===== src/rtl/fir_pkg.sv =====
// Shared types and helpers for the time-multiplexed FIR filter.
package fir_pkg;

    typedef enum logic [1:0] {
        IDLE = 2'd0,
        MAC  = 2'd1,
        HOLD = 2'd2
    } state_t;

    // Clamp an unsigned value to the largest out_w-bit number.
    function automatic logic [63:0] sat(input logic [63:0] v, input int unsigned out_w);
        logic [63:0] max_v;
        max_v = (64'd1 << out_w) - 64'd1;
        return (v > max_v) ? max_v : v;
    endfunction

    function automatic int unsigned coef_default(input int unsigned k);
        return k + 1;
    endfunction

endpackage


===== src/rtl/fir_coef_bank.sv =====
// Run-time programmable coefficient registers with a combinational read port.
module fir_coef_bank
    import fir_pkg::*;
#(
    parameter int unsigned COEF_W = 8,
    parameter int unsigned TAPS   = 4,
    localparam int unsigned IDX_W = $clog2(TAPS)
) (
    input  logic              clk,
    input  logic              reset,
    input  logic              en,
    input  logic              we,
    input  logic [IDX_W-1:0]  addr,
    input  logic [COEF_W-1:0] data,
    input  logic [IDX_W-1:0]  idx,
    output logic [COEF_W-1:0] rd_data
);

    logic [COEF_W-1:0] coef [TAPS];

    // Writes only land while the filter is idle, so a sample in flight never sees a change.
    always_ff @(posedge clk or negedge reset) begin
        if (!reset) begin
            for (int unsigned k = 0; k < TAPS; k++) begin
                coef[k] <= COEF_W'(coef_default(k));
            end
        end else if (we && en && (32'(addr) < TAPS)) begin
            coef[addr] <= data;
        end
    end

    assign rd_data = coef[idx];

endmodule


===== src/rtl/fir_mac_param.sv =====
// Parametrised FIR: one shared multiplier stepped over TAPS cycles per sample,
// saturated and scaled output, valid/ready on both sides.
module fir_mac_param
    import fir_pkg::*;
#(
    parameter int unsigned DATA_W    = 8,
    parameter int unsigned COEF_W    = 8,
    parameter int unsigned TAPS      = 4,
    parameter int unsigned OUT_SHIFT = 0,
    localparam int unsigned IDX_W    = $clog2(TAPS),
    localparam int unsigned ACC_W    = DATA_W + COEF_W + $clog2(TAPS)
) (
    input  logic              clk,
    input  logic              reset,
    input  logic              in_valid,
    output logic              in_ready,
    input  logic [DATA_W-1:0] in_data,
    output logic              out_valid,
    input  logic              out_ready,
    output logic [DATA_W-1:0] out_data,
    input  logic              coef_we,
    input  logic [IDX_W-1:0]  coef_addr,
    input  logic [COEF_W-1:0] coef_data,
    output logic              busy
);

    localparam int unsigned PROD_W = DATA_W + COEF_W;

    state_t             state;
    logic [DATA_W-1:0]  taps [TAPS];
    logic [ACC_W-1:0]   acc;
    logic [IDX_W-1:0]   idx;
    logic [COEF_W-1:0]  coef_rd;
    logic [PROD_W-1:0]  prod;
    logic [ACC_W-1:0]   acc_sum;
    logic [ACC_W-1:0]   scaled;
    logic [DATA_W-1:0]  sat_val;
    logic               last;

    fir_coef_bank #(
        .COEF_W (COEF_W),
        .TAPS   (TAPS)
    ) u_coef_bank (
        .clk     (clk),
        .reset   (reset),
        .en      (state == IDLE),
        .we      (coef_we),
        .addr    (coef_addr),
        .data    (coef_data),
        .idx     (idx),
        .rd_data (coef_rd)
    );

    always_comb begin
        prod    = PROD_W'(taps[idx]) * PROD_W'(coef_rd);
        acc_sum = acc + ACC_W'(prod);
        scaled  = acc_sum >> OUT_SHIFT;
        sat_val = DATA_W'(sat(64'(scaled), DATA_W));
        last    = (idx == IDX_W'(TAPS - 1));
    end

    always_ff @(posedge clk or negedge reset) begin
        if (!reset) begin
            state     <= IDLE;
            acc       <= '0;
            idx       <= '0;
            out_valid <= 1'b0;
            out_data  <= '0;
            for (int unsigned k = 0; k < TAPS; k++) begin
                taps[k] <= '0;
            end
        end else begin
            case (state)
                IDLE: begin
                    if (in_valid) begin
                        taps[0] <= in_data;
                        for (int unsigned k = 1; k < TAPS; k++) begin
                            taps[k] <= taps[k-1];
                        end
                        acc   <= '0;
                        idx   <= '0;
                        state <= MAC;
                    end
                end
                MAC: begin
                    acc <= acc_sum;
                    idx <= idx + IDX_W'(1);
                    // The final product is folded in directly rather than waiting a cycle for acc.
                    if (last) begin
                        out_data  <= sat_val;
                        out_valid <= 1'b1;
                        state     <= HOLD;
                    end
                end
                HOLD: begin
                    if (out_ready) begin
                        out_valid <= 1'b0;
                        state     <= IDLE;
                    end
                end
                default: state <= IDLE;
            endcase
        end
    end

    assign in_ready = (state == IDLE);
    assign busy     = (state != IDLE);

endmodule


===== config.mk =====
export PLATFORM = sky130hd
export DESIGN_NAME = fir_mac_param
export DESIGN_NICKNAME = d
export VERILOG_FILES = /design/src/rtl/fir_pkg.sv /design/src/rtl/fir_coef_bank.sv /design/src/rtl/fir_mac_param.sv
export SDC_FILE = /design/constraint.sdc
export NUM_CORES = 1
export LEC_CHECK = 0
export CORE_ASPECT_RATIO = 0.5
export CORE_MARGIN = 2
export CORE_UTILIZATION = 56
export DETAILED_ROUTE_END_ITERATION = 6
export PLACE_DENSITY_LB_ADDON = 0.05
export SETUP_SLACK_MARGIN = 0.5
export SLEW_MARGIN = 0
export SYNTH_ARGS = -nofsm -noshare
export SYNTH_HDL_FRONTEND = slang
export SYNTH_SLANG_ARGS = --single-unit

===== constraint.sdc =====
create_clock -name clk -period 6.1 [get_ports clk]
set_input_delay 0.61 -clock clk [delete_from_list [all_inputs] [get_ports clk]]
set_output_delay 0.61 -clock clk [all_outputs]
set_load 0.02 [all_outputs]

==> summary.md <==
| Metric | Value |
|---|---|
| Status | `completed` |
| Fmax | `180 MHz` |
| RSZ-0062 raised after global routing | `true` |
| Seq cells post-synth | `95` |
| Post-synthesis cell area | `slightly below 7000 um^2` |
| CTS tree | `yes` |
| Layout Nets | `approximately 800` |
| Seq/Total Area, Yosys | `0.351` |
| Top_reg_cell synth | `dfrtp_1` |
| CP required | `6330 ps` |
| RD Place Congestion | `roughly 0.87` |
| Setup Viol. Count Final | `0` |
| Final slew viol count | `0` |
| Synth Warn # | `0` |
| CTS root buf | `clkbuf_16` |
| DRC | `0` |
| Initial antenna violation count | `0` |
| Crit path DAT | `just under 6000 ps` |
| Port-buffer cells | `33` |
| Wire per inst | `17.5 um` |
| Die ar. | `approximately 13000 um^2` |
| First-pass GRT wire length | `about 24 mm` |
| EDFF count, synth | `0` |
| DR iter-0 viols | `263` |
| Site Rows | `28` |
| Clock Latency Late Sink | `approximately 360 ps` |
| Worst Setup End Kind | `flip-flop` |
| CTS Buf Count | `9` |
| Layout area overhead | `18.9%` |
| Starting Density | `0.574` |
| Post-synth top area share | `0.331` |
| Hold Violations, Final | `0` |
| Max-cap viol count | `0` |
| Sum Neg Setup Slack | `0 ps` |
| Most frequent cells in the layout | `inv_1, dfrtp_1, mux2_2` |
| Core ar. | `roughly 12000 um^2` |
| Share of layout cells above drive strength 1 | `0.288` |
| Via-per-instance ratio | `between 5 and 6` |
| Htree depth | `3` |
| Period utilization | `0.911` |
| Vias | `around 4600` |
| Setup crit start kind | `flip-flop` |
| Clock sinks | `95` |
| Vias in the first global route | `approximately 4600` |
| Die height | `a little over 80 um` |
| Io pins | `34` |
| Drt total wl | `roughly 15 mm` |
| GR Overflow Total | `0` |
| Mapped Avg Cell Area | `between 10 and 15 um^2` |
| Clock skew | `between 10 and 15 ps` |
| Antenna-violating nets left | `0` |
| Hold Crit Class | `in2async` |
| Kind of critical path | `reg2reg` |
| Rel. slew slack | `0.206` |
| Worst slew pin tran | `approximately 1200 ps` |
| Worst-path clk slew | `~80 ps` |
| Synth area leaders | `dfrtp_1, fa_1, mux2_2` |
| Post-synthesis async set-or-reset flop share | `1.00` |
| Die Wd | `approximately 160 um` |
| Worst-path fanout max | `8` |
| Synthesized instance count | `614` |
| Net Count, Synth | `728` |
| # diodes | `0` |
| Cell type with the largest total area after synthesis | `dfrtp_1` |
| Synth cell types | `54` |
| Commonest non-fill, non-tap cell in the layout | `inv_1` |
| TritonRoute pass-1 iters | `4` |
| Post-layout min period | `around 5600 ps` |
| Total track usage | `0.236` |
| CTS Hold Bufs | `0` |
| Pin count of the biggest net entering global routing | `79` |
| DP HPWL | `roughly 11 mm` |
| Max clock buf depth | `2` |
-- through the flow --
step / instances / cell area, um^2 / hold WS, ps / util / setup WS (ps)
floorplan: 614 / 6840 / 314 / - / 513
global placement: 801 / 7320 / 484 / 0.618 / 387
detailed placement: 801 / 7320 / 491 / 0.618 / 315
CTS: 831 / 7810 / 109 / 0.659 / 502
global route: 848 / 8080 / 115 / 0.683 / 342
finish: 848 / 8080 / 110 / 0.683 / 544
-- final cells by class --
| class | count | area (um^2) |
|---|---|---|
| timing repair buffer | 70 | 651 |
| tap | 165 | 206 |
| inverter | 100 | 375 |
| fill | 898 | 3760 |
| multi-input combinational | 402 | 4150 |
| sequential | 95 | 2380 |
| clock buffer | 9 | 225 |
| clock inverter | 7 | 87.6 |
-- cells by family (layout without fill, tap and decap cells) --
kind of cell | after synthesis | after routing | share of synthesized area
AND/OR/NAND/NOR | 150 | 150 | 0.110
XOR/XNOR | 12 | 12 | 0.0155
buffers and inverters | 117 | 186 | 0.0664
multiplexers | 82 | 82 | 0.162
AO/OA/AOI/OAI | 67 | 67 | 0.0731
flip-flops | 95 | 95 | 0.351
adder cells (fa/ha/maj) | 91 | 91 | 0.223
-- Yosys cell counts (all sizes together) (3+ instances only) --
master and number:
inv 100, dfrtp 90, mux2 64, nand2 62, fa 50, ha 41
and2 39, nor2 24, mux4 16, clkbuf 14, o21ai 11, a31oi 10
xnor2 10, a21oi 8, o22ai 7, o31ai 7, a21o 5, dfstp 5
and3 4, nor2b 4, nor3 4, buf 3, nand3 3, nand4 3
o21a 3
-- timing repair --
item / in CTS / in global routing
setup endpoints to repair: 8 / 11
gates resized for setup: 14 / 40
buffers inserted: 14 / 16
pin swaps: 11 / 32
hold endpoints to repair: 0 / 0
cloned: 0 / 1
-- state kept, by name, indices dropped and copies added (netlist names) --
name,cells
acc,18
state,2
u_coef_bank.coef,32
taps,32
out_valid,1
out_data,8
idx,2
-- critical path, cell delays in order (launching register included) --
cell and delay, ps:
dfrtp_2 430, buf_6 120, clkbuf_16 130, mux4_2 630, nand2_2 110, fa_1 420, inv_2 60, fa_1 430
fa_1 540, inv_1 50, fa_1 490, inv_2 50, ha_4 230, and3_4 150, a2111o_1 490, and3_4 210
o41ai_4 270, xnor2_2 140, a211oi_4 230, buf_6 160, a31oi_2 90
-- layer usage --
metal,track usage,vias to the layer above,share of wire
met5,0,-,0
li1,-,2178,-
met4,0.0541,0,0.0089
met2,0.362,94,0.44
met3,0.0571,10,0.048
met1,0.344,2347,0.51
-- final timing paths --
| path | start | to | slack (ps) | cells past startpoint |
|---|---|---|---|---|
| worst max-delay path | idx[0] | out_data[3] | 540 | 20 |
| worst min-delay path | reset | out_data[7] | 110 | 1 |
| worst max register to register | idx[0] | out_data[3] | 540 | 20 |
| worst min register to register | taps[5] | taps[5] | 500 | 1 |
| max in group asynchronous | reset | idx[0] | 4710 | 2 |
| min in group clk | taps[5] | taps[5] | 500 | 1 |
Power is not shown: default switching activity piles up to over one toggle a cycle in this logic, so the estimate is an artifact.
